**config.mk**
```make
export PLATFORM = sky130hd
export DESIGN_NAME = bs_ctrl
export DESIGN_NICKNAME = d
export VERILOG_FILES = /design/src/rtl/bs_ctrl.sv
export SDC_FILE = /design/constraint.sdc
export NUM_CORES = 1
export LEC_CHECK = 0
export ABC_AREA = 1
export BUFFER_PORTS_ARGS = -buffer_cell sky130_fd_sc_hd__buf_2
export CORE_AREA = 2 2 84 86
export CTS_BUF_LIST = sky130_fd_sc_hd__clkbuf_4 sky130_fd_sc_hd__clkbuf_8
export DETAILED_ROUTE_END_ITERATION = 6
export DIE_AREA = 0 0 86 88
export PLACE_DENSITY = 0.71
export SLEW_MARGIN = 20
export SYNTH_ARGS = -nofsm -noshare
export SYNTH_HDL_FRONTEND = slang
export SYNTH_SLANG_ARGS = --single-unit
export TNS_END_PERCENT = 10
```
**constraint.sdc**
```tcl
create_clock -name clk -period 1.45 [get_ports clk]
set_input_delay 0.145 -clock clk [delete_from_list [all_inputs] [get_ports clk]]
set_output_delay 0.145 -clock clk [all_outputs]
set_load 0.05 [all_outputs]
```
**src/rtl/bs_ctrl.sv**
```systemverilog
// bs_ctrl: paces LZ77 tokens and the Adler-32 checksum into a bitstream writer for one frame.
module bs_ctrl #(
  parameter int LIT_DAT_WD = 8,
  parameter int LEN_DAT_WD = 7,
  parameter int DIS_DAT_WD = 7,
  parameter int INIT_CYC   = 10,
  parameter int GAP_CYC    = 10
) (
  input  logic                  clk,
  input  logic                  rst,
  input  logic                  start_i,
  input  logic                  tok_val_i,
  output logic                  tok_rdy_o,
  input  logic                  tok_flg_lit_i,
  input  logic [LIT_DAT_WD-1:0] tok_lit_i,
  input  logic [LEN_DAT_WD-1:0] tok_len_i,
  input  logic [DIS_DAT_WD-1:0] tok_dis_i,
  input  logic                  tok_lst_i,
  input  logic                  adler_done_i,
  input  logic [31:0]           adler_dat_i,
  output logic                  bs_start_o,
  output logic                  bs_val_o,
  output logic                  bs_flg_lit_o,
  output logic [LIT_DAT_WD-1:0] bs_lit_o,
  output logic [LEN_DAT_WD-1:0] bs_len_o,
  output logic [DIS_DAT_WD-1:0] bs_dis_o,
  output logic                  bs_lst_o,
  output logic                  bs_adler_done_o,
  output logic [31:0]           bs_adler_dat_o,
  input  logic                  bs_done_i,
  output logic                  done_o
);
  localparam logic [2:0] IDLE      = 3'd0;
  localparam logic [2:0] START     = 3'd1;
  localparam logic [2:0] INIT      = 3'd2;
  localparam logic [2:0] WAIT_TOK  = 3'd3;
  localparam logic [2:0] GAP       = 3'd4;
  localparam logic [2:0] WAIT_ADL  = 3'd5;
  localparam logic [2:0] WAIT_DONE = 3'd6;
  localparam logic [2:0] DONE      = 3'd7;
  localparam int CW = $clog2((INIT_CYC > GAP_CYC ? INIT_CYC : GAP_CYC) + 1);

  logic [2:0]            st_q, st_d;
  logic [CW-1:0]         cnt_q, cnt_d;
  logic                  lst_q, lst_d;
  logic                  latch_q, latch_d;
  logic [31:0]           adl_q, adl_d;
  logic                  val_q, adl_done_q;
  logic                  flg_q, blst_q;
  logic [LIT_DAT_WD-1:0] lit_q;
  logic [LEN_DAT_WD-1:0] len_q;
  logic [DIS_DAT_WD-1:0] dis_q;
  logic                  xfer, launch;

  assign xfer   = tok_val_i && st_q == WAIT_TOK;
  // a checksum arriving during WAIT_ADL itself is launched straight away
  assign launch = st_q == WAIT_ADL && (latch_q || adler_done_i);

  always_comb begin
    st_d    = st_q;
    cnt_d   = cnt_q;
    lst_d   = lst_q;
    latch_d = latch_q;
    adl_d   = adl_q;
    if (st_q != IDLE && !latch_q && adler_done_i) begin
      latch_d = 1'b1;
      adl_d   = adler_dat_i;
    end
    case (st_q)
      IDLE: if (start_i) begin
        st_d    = START;
        latch_d = 1'b0;
        lst_d   = 1'b0;
      end
      START: begin
        st_d  = INIT;
        cnt_d = CW'(INIT_CYC - 1);
      end
      INIT: begin
        st_d  = cnt_q == '0 ? WAIT_TOK : INIT;
        cnt_d = cnt_q == '0 ? cnt_q : cnt_q - 1'b1;
      end
      WAIT_TOK: if (xfer) begin
        st_d  = GAP;
        cnt_d = CW'(GAP_CYC - 1);
        lst_d = tok_lst_i;
      end
      GAP: begin
        st_d  = cnt_q != '0 ? GAP : lst_q ? WAIT_ADL : WAIT_TOK;
        cnt_d = cnt_q == '0 ? cnt_q : cnt_q - 1'b1;
      end
      WAIT_ADL:  st_d = launch ? WAIT_DONE : WAIT_ADL;
      WAIT_DONE: st_d = bs_done_i ? DONE : WAIT_DONE;
      default:   st_d = IDLE;
    endcase
  end

  always_ff @(posedge clk) begin
    if (rst) begin
      st_q       <= IDLE;
      cnt_q      <= '0;
      lst_q      <= 1'b0;
      latch_q    <= 1'b0;
      adl_q      <= '0;
      val_q      <= 1'b0;
      adl_done_q <= 1'b0;
      flg_q      <= 1'b0;
      blst_q     <= 1'b0;
      lit_q      <= '0;
      len_q      <= '0;
      dis_q      <= '0;
    end else begin
      st_q       <= st_d;
      cnt_q      <= cnt_d;
      lst_q      <= lst_d;
      latch_q    <= latch_d;
      adl_q      <= adl_d;
      val_q      <= xfer;
      adl_done_q <= launch;
      if (xfer) begin
        flg_q  <= tok_flg_lit_i;
        blst_q <= tok_lst_i;
        lit_q  <= tok_lit_i;
        len_q  <= tok_len_i;
        dis_q  <= tok_dis_i;
      end
    end
  end

  assign tok_rdy_o       = st_q == WAIT_TOK;
  assign bs_start_o      = st_q == START;
  assign done_o          = st_q == DONE;
  assign bs_val_o        = val_q;
  assign bs_flg_lit_o    = flg_q;
  assign bs_lit_o        = lit_q;
  assign bs_len_o        = len_q;
  assign bs_dis_o        = dis_q;
  assign bs_lst_o        = blst_q;
  assign bs_adler_done_o = adl_done_q;
  assign bs_adler_dat_o  = adl_q;
endmodule

```
; Word level (Yosys, flattened, before mapping)
; Index checks and enable logic that the tools add are counted.
[word_totals]
ff_bits = 67
output_inout_bits = 61
wordCells = 56
[classes]
n_addsub = 1
n_eq_ne = 10
n_mux = 17
reduce_logical = 16
[op_table]
columns = op, count
row1 = $pmux W3 S7, 1
row2 = $eq A3 B3 Y1 const B, 4
row3 = $mux W3, 4
row4 = $pmux W4 S3, 1
row5 = $mux W4, 2
row6 = $mux W1, 7
row7 = $eq A3 B2 Y1 const B, 2
row8 = $reduce_and A3 Y1, 2
row9 = $reduce_bool A3 Y1, 2
row10 = $logic_and A1 B1 Y1, 4
row11 = $logic_not A4 Y1, 1
row12 = $ne A2 B2 Y1 const B, 2
row13 = $reduce_bool A4 Y1, 1
row14 = $sub A4 B1 Y4 const B, 1
row15 = $eq A3 B1 Y1 const B, 1
row16 = $logic_not A3 Y1, 1
row17 = $mux W2, 1
row18 = $ne A2 B1 Y1 const B, 1
row19 = $pmux W1 S2, 1
row20 = $reduce_and A2 Y1, 1
row21 = $reduce_bool A2 Y1, 1
row22 = $reduce_or A2 Y1, 1
row23 = $logic_not A1 Y1, 1
row24 = $logic_or A1 B1 Y1, 1

; Longest topological paths before layout
; Gate-level depths: netlist of the first run.
[logic_depth]
depth_word = 6
depth_mapped = 9
ltp_nobuf = 9

; Least setup slack after synthesis of the first run
; OpenSTA, ideal clock, no wires.
[synth_path]
path_type = reg2reg
from = register st_q[0]
to = register cnt_q[0]
setup_ns = 0.113
t_arrival_ns = 1.358
setup_slack_ns = -0.022
stages_incl_launch_ff = 8
path_buffers = 0
cell_sequence = dfxtp_1 -> nand2_1 -> nor2_4 -> nand2_1 -> nand3_2 -> nand2_1 -> nand2_1 -> nor2_1
[synth_via]
elab_chain_len = 4
[synth_lines]
columns = item, line_no
row1 = "start, declared", 43  ; logic [2:0] st_q, st_d;
row2 = "start signal, assigned", 113  ; st_q <= st_d;
row3 = $eq A3 B2 Y1 (*), -
row4 = net tok_rdy_o, 13  ; output logic tok_rdy_o,
row5 = $logic_and A1 B1 Y1, 55  ; assign xfer = tok_val_i && st_q == WAIT_TOK;
row6 = $ne A2 B1 Y1 (no source line), -
row7 = $reduce_and A3 Y1 (no source line), -
row8 = "end signal, assigned", 114  ; cnt_q <= cnt_d;
row9 = "end, declared", 44  ; logic [CW-1:0] cnt_q, cnt_d;
; Mark *: on every way through the listed nets, which the timed path passes. The rest lies on a longest branch.
; A chain may end at the register's enable or synchronous reset.

; Final worst setup path of the first run
[layout_path]
from = register st_q[2]
to = output bs_start_o
[layout_via]
elab_chain_len = 1
[layout_lines]
columns = item, line_no
row1 = $eq A3 B1 Y1, 131  ; assign bs_start_o = st_q == START;
row2 = "end, declared", 21  ; output logic bs_start_o,
; Every way passes these cells.

==> results by stage, run 1 <==
Run status:
- The flow ran to the end, and the final reports show no timing, DRC or antenna violations.

Finish:
- The repair_antennas step left the layout with diodes totalling 0.
- In the final layout, the multi-input gates occupy 0.00108 mm2.
- For this run, the post-layout net count is 536.
- In the layout the commonest cells are sky130_fd_sc_hd__buf_2, sky130_fd_sc_hd__nor2_1, sky130_fd_sc_hd__nand2_1, sky130_fd_sc_hd__dfxtp_1, sky130_fd_sc_hd__o21ai_1.
- Across the whole layout, storage elements account for 0.00135 mm2.
- In the final layout, the share of cells above drive strength 1 is 0.332.
- The count of cells in the finished layout, fillers not included, comes to 556.
- Fill cells in the final layout number 668.
- The post-synthesis to final-layout area growth is 34.3%.
- The library cell used most frequently in the layout, excluding fill and tap cells, is sky130_fd_sc_hd__buf_2.

STA:
- The portion of the clock cycle consumed by the worst path in the final layout is 0.934.
- The final critical delay including setup and external delays is 1350 ps.
- The worst-case headroom to the max-slew limit is 0.793.
- The total of endpoints with negative setup slack in the final report is 0.
- The transition time of the tightest slew-check pin is 311 ps.
- The worst slack on hold paths is 29.2 ps.
- Setup repair after global routing left no endpoint under its margin.
- The number of max-slew violations in the final report came to 0.
- The upper clock frequency limit is 738 MHz.
- On the final layout, the worst clock skew is 6.62 ps.
- The number of hold violations in the final report is 0.

Job:
- Across the run, the number of max-cap violations was 0.

Worst setup path:
- Following the worst setup path forward leads to its endpoint at bs_start_o.
- The category of the critical setup timing path is flip-flop to output port.
- The worst register-to-register path ends at bs_adler_dat_o[1]$_SDFFE_PP0P_.
- The critical path data arrival time is 1210 ps.
- The launch point of the critical path is st_q[2]$_SDFFE_PP0P_.
- The launch point of the worst reg-to-reg path is st_q[1]$_SDFFE_PP0P_.
- The worst register-to-register path has a setup slack of 100 ps.
- The worst setup path is launched from a flip-flop.
- The worst setup path is captured at an output port.
- The highest net fanout along the worst path is 10.
- The number of cell instances on the worst register-to-register path is 7.
- The data required time of the worst path is 1310 ps.

Power and ir drop:
- The power dissipated by switching net loads is 3.40 mW.
- The clock group share of total power is 0.182.
- The sequential power share is 0.351.
- The peak ir drop on the vdd network is 1.06 mV.
- The areal power density over the cells is 2070 mW/mm2.
- The share of total power dissipated in combinational logic is 0.467.
- For this design the static power due to leakage is 1.76 nW.
- The net switching share of the total power is 0.473.
- The internal power is 3.79 mW.
- The total power after layout is 7.18 mW.

Clock tree:
- For this design, the sink count on the clock tree is 67.
- The H-tree depth is 3.
- After clock tree synthesis, the clock-pin slew on the worst setup and hold paths is 70 ps.
- The clock tree from TritonCTS is done.
- The number of CTS-inserted buffers is 9.
- The insertion delay of the later-clocked pin in the worst-skew pair is 340 ps.
- The longest clock path from root to sink contains 2 buffers.
- The master cell of the clock root buffer is sky130_fd_sc_hd__clkbuf_8.
- In this run the post-CTS setup repair buffer count came out at 0.

Global route:
- The overflow left after global routing is 0.
- The first global-routing pass estimated 9890 um of wire.
- The pin count of the biggest net entering global routing is 33.
- The number of antenna violations at the first check in global routing is 0.
- For this run, the total global-route usage over all layers was measured as 0.164.
- The number of global-route vias before repair is 2,220.

Placement:
- The placer's final routability congestion estimate is 0.924.
- In this run, placement finished with an instance count of 541.
- Detailed placement finished with a half-perimeter wire length of 4480 um.
- The number of I/O port buffers is 122.

Yosys:
- Sorting the synthesized cells by area gives the leading types as sky130_fd_sc_hd__dfxtp_1, sky130_fd_sc_hd__nor2_1, sky130_fd_sc_hd__nand2_1, sky130_fd_sc_hd__o21ai_1, sky130_fd_sc_hd__a21oi_1.
- The synthesized area per cell is 7.43 um2.
- Synthesis produced a netlist with a net count of 412.
- Of the post-synthesis cell area, the dominant cell type holds 0.519.
- The share of the Yosys chip area taken by registers is 0.519.
- The number of warning messages in the yosys log is 0.
- After technology mapping, the gate count stands at 348.
- The largest total area in the synthesized netlist belongs to sky130_fd_sc_hd__dfxtp_1.
- After synthesis the cells add up to 0.00259 mm2.
- The count of cell types in the netlist is 22.
- The register bit count reported by yosys is 67.

Routing:
- The routed length on met2 is 2780 um.
- After detailed routing, the average wire length per cell comes to 11.3 um.
- The wire length on met3 is 586 um.
- The top layer reached by signal wires is met4.
- In this run, the number of DRC markers left after iteration 0 of detailed routing was 58.
- The number of remaining DRC errors is 0.
- The remaining antenna violation count after routing is 0.
- The final layout contains routed wiring with a total length of 6300 um.
- In the routed layout, each cell is associated on average with a via count of 4.70.
- Detailed routing inserted a total of 2,613 vias.
- The detailed-router iteration count before antenna repair is 4.
- The length of routed wiring on met1 is 2840 um.

Die:
- After floorplanning, the core was divided into 30 placement rows.
- The initial utilization of the core area, before any placement, comes to 0.389.
- The width of the die is 86 um.
- The y dimension of the die is 88 um.
- The number of top-level pins is 123.
- The core box area is 0.00664 mm2.
- The area of the die is 0.00757 mm2.

Worst hold path:
- The tightest min-delay check is of the input pin to flip-flop type.
-- what timing repair did --
action	CTS	global route
gates cloned	0	0
resized for setup	5	8
setup endpoints to repair	4	57
hold buffers	0	0
hold endpoints to repair	0	0
-- registers in the layout, indices dropped and copies added (netlist names) --
| name | count |
|---|---|
| bs_adler_dat_o | 32 |
| bs_lit_o | 8 |
| bs_dis_o | 7 |
| bs_len_o | 7 |
| cnt_q | 4 |
| st_q | 3 |
| bs_adler_done_o | 1 |
| bs_flg_lit_o | 1 |
| bs_lst_o | 1 |
| bs_val_o | 1 |
| latch_q | 1 |
| lst_q | 1 |
-- how the worst min path moves through the flow --
stage / end / depth (start not counted) / from
after CTS: bs_adler_dat_o[15]$_SDFFE_PP0P_ / 3 / adler_dat_i[15]
after global routing: bs_adler_dat_o[26]$_SDFFE_PP0P_ / 3 / adler_dat_i[26]
after detailed placement: bs_adler_dat_o[6]$_SDFFE_PP0P_ / 3 / adler_dat_i[6]
after floorplan: bs_val_o$_SDFF_PP0_ / 1 / rst
final: bs_adler_dat_o[15]$_SDFFE_PP0P_ / 3 / adler_dat_i[15]
after global placement: bs_adler_dat_o[29]$_SDFFE_PP0P_ / 3 / adler_dat_i[29]
-- power by group through the flow --
stage | Combinational, mW | Sequential, mW | Clock, mW
2_1_floorplan | 1.36 | 3.74 | 0
3_3_place_gp | 3.26 | 2.54 | 0
3_5_place_dp | 3.31 | 2.54 | 0
4_1_cts | 3.33 | 2.51 | 1.35
5_1_grt | 3.64 | 2.58 | 1.44
6_report | 3.36 | 2.52 | 1.31
-- through the flow --
| step | setup TNS [ps] | util | instance area [um2] | worst slack, ps |
|---|---|---|---|---|
| after floorplan | -380 | - | 2590 | -21.5 |
| after global placement | 0 | 0.494 | 3280 | 86.3 |
| after detailed placement | 0 | 0.494 | 3280 | 15.8 |
| after CTS | 0 | 0.520 | 3460 | 5.34 |
| after global routing | 0 | 0.523 | 3470 | 5.32 |
| final | 0 | 0.523 | 3470 | 95.5 |
-- worst max-delay path: stages, from the launching register on --
cell                      delay (ps)
sky130_fd_sc_hd__dfxtp_4         390
sky130_fd_sc_hd__inv_1           140
sky130_fd_sc_hd__nand3_1         120
sky130_fd_sc_hd__inv_1            80
sky130_fd_sc_hd__buf_6           150
-- final cells by class --
type / instances / share of cell area
Inverter: 19 / 0.0220
Timing Repair Buffer: 131 / 0.204
Clock inverter: 5 / 0.00901
Sequential cell: 67 / 0.388
Clock buffer: 10 / 0.0378
Multi-Input combinational cell: 244 / 0.310
Tap cell: 80 / 0.0288
-- layer usage --
metal  vias up  track usage
met5         -            0
met4         0       0.0750
met3         8       0.0584
met2       109        0.262
met1      1147        0.200
li1       1349            -
-- cell families after synthesis --
| group | after synthesis | synth area share |
|---|---|---|
| AND/OR/NAND/NOR | 178 | 0.281 |
| flip-flops | 67 | 0.519 |
| AO/OA/AOI/OAI | 63 | 0.123 |
| buffers and inverters | 37 | 0.0648 |
| adder cells (fa/ha/maj) | 2 | 0.00967 |
| XOR/XNOR | 1 | 0.00339 |
-- synthesized netlist by cell type, drive strengths merged --
master  number
nand4        4
nand3        9
xnor2        1
nor3         2
nor2        83
o21bai       1
clkbuf       9
buf          9
nand2       80
ha           2
a21oi       28
dfxtp       67
inv         19
o21ai       34
(Power assumes the default switching activity.)
==> run 2: changes to the inputs <==
- CORE_AREA: 2 2 84 86 -> 2 2 105 107
- DIE_AREA: 0 0 86 88 -> 0 0 107 109
- PLACE_DENSITY: 0.71 -> 0.5
==> results by stage, run 2 (synthesis gave the netlist of run 1 again) <==
Clock tree:
- The number of setup buffers added after CTS is 0 (unchanged).
- The number of sinks driven by the clock tree is 67 (unchanged).
- The post-CTS clock slew at the launch and capture registers of the worst setup and hold paths is 70 ps (about the same).
- The total of hold buffers inserted after clock tree synthesis was 0 (unchanged).
- The H-tree depth is 3 (unchanged).
- The clock tree buffer depth is 2 (unchanged).
- The clock tree from TritonCTS was done (unchanged).
- The master cell of the clock root buffer is sky130_fd_sc_hd__clkbuf_8 (unchanged).
- The number of CTS-inserted buffers is 9 (unchanged).
- The insertion delay of the later-clocked pin in the worst-skew pair is 340 ps (about the same).

Worst setup path:
- The category of the critical setup timing path is flip-flop to output port (unchanged).
- The highest net fanout along the worst path came to 9 (was 10).
- The data required time of the worst path is 1310 ps (about the same).
- The startpoint kind of the worst setup timing path is a flip-flop (unchanged).
- The kind of end point of the critical path is an output port (unchanged).
- The critical path data arrival time came to 1180 ps (was 1210 ps).

Global route:
- The pin count of the biggest net entering global routing came to 39 (was 33).
- The wire length of the first global-routing pass was 11,000 um (was 9890 um).
- The number of antenna violations at the first check in global routing is 1 (was 0).
- The global router's overall resource usage is 0.122 (was 0.164).
- The number of global-route vias before repair was 2,372 (was 2,220).
- The overflow left after global routing came to 0 (unchanged).

Power and ir drop:
- The internal power is 3.89 mW (was 3.79 mW).
- The clock group share of total power is 0.192 (was 0.182).
- The peak ir drop on the vdd network is 1.03 mV (was 1.06 mV).
- The areal power density over the cells is 2050 mW/mm2 (was 2070 mW/mm2).
- The sequential power share is 0.347 (was 0.351).
- The power dissipated by switching net loads was 3.42 mW (was 3.40 mW).
- The net switching share of the total power is 0.469 (was 0.473).
- The static leakage is 1.76 nW (about the same).
- The power share of the combinational group was 0.460 (was 0.467).

Routing:
- The remaining antenna violation count after routing is 0 (unchanged).
- The detailed-router iteration count before antenna repair was 4 (unchanged).
- The detailed-route via count came to 2,585 (was 2,613).
- The wire length after detailed routing came to 7050 um (was 6300 um).
- The number of remaining DRC errors is 0 (unchanged).
- The via count normalized by instance count came to 4.22 (was 4.70).
- The average wire per cell in the routed design is 11.5 um (was 11.3 um).
- The initial detailed-routing violation count came to 146 (was 58).

Placement:
- The placement-stage cell area is 0.00335 mm2 (was 0.00328 mm2).
- The detailed placer's ending HPWL is 4770 um (was 4480 um).
- The placer's final routability congestion estimate is 0.834 (was 0.924).
- The number of I/O port buffers came to 122 (unchanged).
- The number of instances in the placed design was 599 (was 541).

STA:
- The final critical delay including setup and external delays is 1330 ps (was 1350 ps).
- The number of hold violations in the final report is 0 (unchanged).
- The worst-case clock skew is 7.95 ps (was 6.62 ps).
- The number of max-slew violations in the final report is 0 (unchanged).
- The worst slack on hold paths is 28.2 ps (was 29.2 ps).
- RSZ-0062 raised after global routing: false (unchanged).
- The transition time of the tightest slew-check pin is 373 ps (was 311 ps).
- The portion of the clock cycle consumed by the worst path in the final layout was 0.917 (was 0.934).
- The worst-case headroom to the max-slew limit is 0.751 (was 0.793).
- The upper clock frequency limit is 752 MHz (was 738 MHz).
- The total of endpoints with negative setup slack in the final report is 0 (unchanged).

Finish:
- The final-stage net count is 534 (was 536).
- The number of diodes added for antenna fixing came to 0 (unchanged).
- The most common cell after layout, fill and taps aside is sky130_fd_sc_hd__buf_2 (unchanged).
- The post-synthesis to final-layout area growth is 37.6% (was 34.3%).
- The fraction of layout instances using a drive strength above 1 is 0.332 (about the same).
- Most frequent cells in the layout: sky130_fd_sc_hd__buf_2, sky130_fd_sc_hd__nor2_1, sky130_fd_sc_hd__nand2_1, sky130_fd_sc_hd__dfxtp_1, sky130_fd_sc_hd__o21ai_1 (unchanged).
- The flip-flop count of the largest register after layout is 32 (unchanged).
- The layout filler cell count came to 1,165 (was 668).
- The post-route cell area is 0.00356 mm2 (was 0.00347 mm2).
- The number of non-filler instances in the completed layout is 613 (was 556).

Worst hold path:
- The class of the most critical hold timing path is input pin to flip-flop (unchanged).

Die:
- The width of the die is 107 um (was 86 um).
- The core box area came to 0.0106 mm2 (was 0.00664 mm2).
- The y dimension of the die is 109 um (was 88 um).
- The initial core utilization was 0.244 (was 0.389).
- The area of the die is 0.0117 mm2 (was 0.00757 mm2).
- The number of top-level pins is 123 (unchanged).
- The number of cell rows is 38 (was 30).

Run status:
- Outcome: complete, no violations (unchanged).

Job:
- The number of maximum-capacitance constraint violations is 0 (unchanged).
## run 2: cell count changes in the layout (fill, tap and decap cells not counted), sizes merged
| cell | change |
|---|---|
| clkbuf | +3 |
| buf | -3 |
| clkinv | -3 |
## run 2: through the flow
stage / power (mW) / utilization / TNS, ps / setup WS (ps)
global placement: 5.87 / 0.316 / 0 / 0.588
detailed placement: 5.90 / 0.316 / -782 / -38.6
finish: 7.31 / 0.336 / 0 / 120
CTS: 7.40 / 0.333 / 0 / 10.1
global route: 7.85 / 0.336 / 0 / 11.8
floorplan: 5.10 / - / -380 / -21.5
## run 2: layout make-up
class,count,area (um2),share of cell area
inverters,19,73.8,0.0207
well taps,140,175,0.0492
multi-input cells,244,1090,0.305
flip-flops and latches,67,1350,0.380
repair buffers,129,699,0.196
clock buffers,12,159,0.0446
clock inverters,2,12.5,0.00351
## run 2: final timing paths
path,slack [ps],depth (start not counted),end,startpoint
worst min-delay path,30,3,bs_adler_dat_o[31]$_SDFFE_PP0P_,adler_dat_i[31]
worst min register to register,460,2,bs_lst_o$_SDFFE_PP0P_,bs_lst_o$_SDFFE_PP0P_
worst max-delay path,120,3,tok_rdy_o,st_q[2]$_SDFFE_PP0P_
worst max register to register,130,7,lst_q$_SDFFE_PP0P_,st_q[2]$_SDFFE_PP0P_
## run 2: worst max-delay path: stages (launching register included)
cell and delay, ps:
sky130_fd_sc_hd__dfxtp_4 380, sky130_fd_sc_hd__buf_4 150, sky130_fd_sc_hd__nor2_4 140, sky130_fd_sc_hd__buf_6 180
## run 2: timing repair
action                                  CTS  global route
pin swaps                                 0             1
endpoints found under the setup margin   36            16
hold endpoints to repair                  0             0
gates resized for setup                   6             8
## run 2: power groups by stage
| stage | Combinational (mW) | Clock, mW | Sequential [mW] |
|---|---|---|---|
| after floorplan | 1.36 | 0 | 3.74 |
| after global placement | 3.33 | 0 | 2.54 |
| after detailed placement | 3.35 | 0 | 2.54 |
| after CTS | 3.38 | 1.50 | 2.52 |
| after global routing | 3.68 | 1.57 | 2.59 |
| final | 3.37 | 1.41 | 2.54 |
## run 2: routing by layer
layer  part of all wire  vias to the layer above  routed length (um)  track usage
met5                  0                        -                   0            0
met1               0.44                     1124                3070        0.133
met4              0.012                        0                  84       0.0538
met2               0.45                      106                3190        0.207
met3               0.10                        6                 709       0.0538
li1                   -                     1349                   -            -
==> run 3: changes to the inputs <==
--- a/config.mk
+++ b/config.mk
@@ -9,6 +9,6 @@
 export BUFFER_PORTS_ARGS = -buffer_cell sky130_fd_sc_hd__buf_2
-export CORE_AREA = 2 2 105 107
+export CORE_AREA = 2 2 125 91
 export CTS_BUF_LIST = sky130_fd_sc_hd__clkbuf_4 sky130_fd_sc_hd__clkbuf_8
 export DETAILED_ROUTE_END_ITERATION = 6
-export DIE_AREA = 0 0 107 109
+export DIE_AREA = 0 0 127 93
 export PLACE_DENSITY = 0.5
--- a/constraint.sdc
+++ b/constraint.sdc
@@ -3,2 +3,2 @@
 set_output_delay 0.145 -clock clk [all_outputs]
-set_load 0.05 [all_outputs]
+set_load 0.1 [all_outputs]
==> results by stage, run 3 (synthesis gave the netlist of run 1 again) <==
Power and ir drop:
- The total power after layout is 9.12 mW (was 7.31 mW).
- The net switching share of the total power came to 0.540 (was 0.469).
- The static leakage was 1.84 nW (was 1.76 nW).
- The power share of the combinational group is 0.549 (was 0.460).
- The peak ir drop on the vdd network was 1.51 mV (was 1.03 mV).
- The power dissipated by switching net loads is 4.92 mW (was 3.42 mW).
- The areal power density over the cells is 2440 mW/mm2 (was 2050 mW/mm2).
- The sequential power share is 0.279 (was 0.347).
- The internal power is 4.20 mW (was 3.89 mW).
- The clock group share of total power is 0.172 (was 0.192).

Worst setup path:
- The category of the critical setup timing path is flip-flop to output port (unchanged).
- The reg-to-reg critical path endpoint is bs_adler_dat_o[27]$_SDFFE_PP0P_ (was lst_q$_SDFFE_PP0P_).
- The number of cell instances on the worst register-to-register path was 8 (was 7).
- The data required time of the worst path is 1310 ps (about the same).
- The kind of end point of the critical path is an output port (unchanged).
- The master of the slowest instance on the critical path is sky130_fd_sc_hd__dfxtp_2 (was sky130_fd_sc_hd__dfxtp_4).
- The critical path data arrival time is 1230 ps (was 1180 ps).
- The launch point of the worst reg-to-reg path is st_q[1]$_SDFFE_PP0P_ (was st_q[2]$_SDFFE_PP0P_).
- The worst stage delay on the critical path came to 370 ps (was 380 ps).
- The minimum setup slack among reg-to-reg paths was 80 ps (was 130 ps).
- Critical Path, Cell by Cell: buf_4 > nor2_4 > buf_12 (was buf_4 > nor2_4 > buf_6).
- The startpoint kind of the worst setup timing path is a flip-flop (unchanged).
- The highest net fanout along the worst path is 7 (was 9).

Clock tree:
- The H-tree depth came to 3 (unchanged).
- The insertion delay of the later-clocked pin in the worst-skew pair is 340 ps (about the same).
- The number of sinks driven by the clock tree is 67 (unchanged).
- The master cell of the clock root buffer is sky130_fd_sc_hd__clkbuf_8 (unchanged).
- The post-CTS clock slew at the launch and capture registers of the worst setup and hold paths is 80 ps (was 70 ps).
- The clock tree from TritonCTS is done (unchanged).
- The number of CTS-inserted buffers came to 9 (unchanged).
- The clock tree buffer depth was 2 (unchanged).

STA:
- The final sum of negative setup slack is 0 ps (unchanged).
- The number of hold violations in the final report is 0 (unchanged).
- The final critical delay including setup and external delays is 1380 ps (was 1330 ps).
- The number of max-slew violations in the final report is 0 (unchanged).
- The slack of the critical path was 71.7 ps (was 120 ps).
- The worst slack on hold paths is 22.2 ps (was 28.2 ps).
- RSZ-0062 raised after global routing: true (was false).
- The worst-case clock skew came to 8.89 ps (was 7.95 ps).
- The transition time of the tightest slew-check pin is 501 ps (was 373 ps).
- The portion of the clock cycle consumed by the worst path in the final layout is 0.951 (was 0.917).
- The upper clock frequency limit is 726 MHz (was 752 MHz).
- The worst-case headroom to the max-slew limit came to 0.668 (was 0.751).
- The total of endpoints with negative setup slack in the final report is 0 (unchanged).

Finish:
- The fraction of layout instances using a drive strength above 1 is 0.366 (was 0.332).
- The layout filler cell count is 1,160 (was 1,165).
- The post-synthesis to final-layout area growth came to 44.5% (was 37.6%).
- The fraction of the core area covered by cells at the end of the flow came to 0.351 (was 0.336).
- The post-route cell area is 0.00374 mm2 (was 0.00356 mm2).
- The flip-flop count of the largest register after layout is 32 (unchanged).
- Most frequent cells in the layout: sky130_fd_sc_hd__buf_2, sky130_fd_sc_hd__nand2_1, sky130_fd_sc_hd__nor2_1, sky130_fd_sc_hd__dfxtp_1, sky130_fd_sc_hd__o21ai_1 (was sky130_fd_sc_hd__buf_2, sky130_fd_sc_hd__nor2_1, sky130_fd_sc_hd__nand2_1, sky130_fd_sc_hd__dfxtp_1, sky130_fd_sc_hd__o21ai_1).
- The final-stage net count is 543 (was 534).
- The most common cell after layout, fill and taps aside is sky130_fd_sc_hd__buf_2 (unchanged).
- The number of diodes added for antenna fixing came to 0 (unchanged).
- The number of non-filler instances in the completed layout came to 620 (was 613).

Routing:
- The number of remaining DRC errors came to 0 (unchanged).
- The wire length after detailed routing came to 7120 um (was 7050 um).
- The initial detailed-routing violation count came to 66 (was 146).
- The detailed-router iteration count before antenna repair came to 4 (unchanged).
- The detailed-route via count is 2,608 (was 2,585).
- The average wire per cell in the routed design is 11.5 um (about the same).
- The via count normalized by instance count is 4.21 (was 4.22).
- The remaining antenna violation count after routing came to 0 (unchanged).

Placement:
- The post-placement worst setup slack was 90.8 ps (was -38.6 ps).
- The number of I/O port buffers is 122 (unchanged).
- The placer's final routability congestion estimate is 0.769 (was 0.834).
- The placement-stage cell area is 0.00347 mm2 (was 0.00335 mm2).
- The number of instances in the placed design is 600 (was 599).
- The detailed placer's ending HPWL was 5120 um (was 4770 um).

Run status:
- Outcome: complete, no violations (unchanged).

Global route:
- The number of global-route vias before repair came to 2,459 (was 2,372).
- The wire length of the first global-routing pass is 11,400 um (was 11,000 um).
- The overflow left after global routing was 0 (unchanged).
- The number of antenna violations at the first check in global routing is 0 (was 1).
- The pin count of the biggest net entering global routing is 33 (was 39).
- The global router's overall resource usage was 0.121 (was 0.122).

Worst hold path:
- The hold path startpoint is adler_dat_i[31] (unchanged).
- The worst-case hold path end point is bs_adler_dat_o[31]$_SDFFE_PP0P_ (unchanged).
- The class of the most critical hold timing path was input pin to flip-flop (unchanged).
- The cell count of the worst hold path is 3 (unchanged).

Die:
- The core box area is 0.0107 mm2 (was 0.0106 mm2).
- The number of cell rows is 32 (was 38).
- The number of top-level pins is 123 (unchanged).
- The initial core utilization is 0.243 (was 0.244).
- The area of the die is 0.0118 mm2 (was 0.0117 mm2).
- The width of the die came to 127 um (was 107 um).
- The y dimension of the die is 93 um (was 109 um).

Job:
- The number of maximum-capacitance constraint violations is 0 (unchanged).
run 3: cell types whose count changed in the layout (fill, tap and decap cells not counted), moves of 3 or more:
| cell | delta |
|---|---|
| sky130_fd_sc_hd__nor2_2 | +5 |
| sky130_fd_sc_hd__nand2_1 | -3 |
| sky130_fd_sc_hd__buf_4 | +5 |
| sky130_fd_sc_hd__buf_12 | +4 |
| sky130_fd_sc_hd__nor2_1 | -7 |
run 3: power by group through the flow:
stage | registers (mW) | clock network [mW] | logic (mW)
2_1_floorplan | 5.06 | 0 | 1.46
3_3_place_gp | 2.58 | 0 | 4.85
3_5_place_dp | 2.58 | 0 | 4.89
4_1_cts | 2.55 | 1.64 | 4.90
5_1_grt | 2.60 | 1.73 | 5.31
6_report | 2.55 | 1.57 | 5.01
run 3: timing repair:
action                     in CTS  in global routing
setup endpoints to repair       2                  6
buffers inserted                0                  2
hold buffers                    1                  1
resized for setup               1                 13
hold endpoints to repair        1                  1
pin swaps                       0                  1
run 3: final cells by class:
type	count	area, um2	share of cell area
timing repair buffer	138	818	0.219
multi-input combinational	244	1130	0.302
sequential	67	1350	0.361
clock buffer	12	146	0.0392
inverter	19	73.8	0.0198
tap	136	170	0.0455
clock inverter	4	51.3	0.0137
run 3: metal layers:
layer,global-route usage,vias up,share of wire
li1,-,1367,-
met1,0.151,1153,0.48
met2,0.190,76,0.45
met3,0.0406,12,0.057
met4,0.0522,0,0.019
met5,0,-,0
run 3: how the worst max path moves through the flow:
| stage | start | to | slack [ps] | cells past startpoint |
|---|---|---|---|---|
| floorplan | st_q[0]$_SDFFE_PP0P_ | bs_dis_o[4]$_SDFFE_PP0P_ | -140 | 7 |
| global placement | st_q[0]$_SDFFE_PP0P_ | bs_adler_dat_o[26]$_SDFFE_PP0P_ | 130 | 8 |
| detailed placement | st_q[0]$_SDFFE_PP0P_ | bs_adler_dat_o[17]$_SDFFE_PP0P_ | 90 | 8 |
| CTS | st_q[2]$_SDFFE_PP0P_ | done_o | 6 | 3 |
| global route | st_q[1]$_SDFFE_PP0P_ | bs_adler_dat_o[24]$_SDFFE_PP0P_ | -20 | 8 |
| finish | st_q[2]$_SDFFE_PP0P_ | tok_rdy_o | 70 | 3 |
run 3: worst max-delay path, delay by kind of cell (launching register included):
| kind | cells | cell delay (ps) |
|---|---|---|
| buffers and inverters | 2 | 350 |
| and+or+nand+nor | 1 | 160 |
| DFF | 1 | 370 |
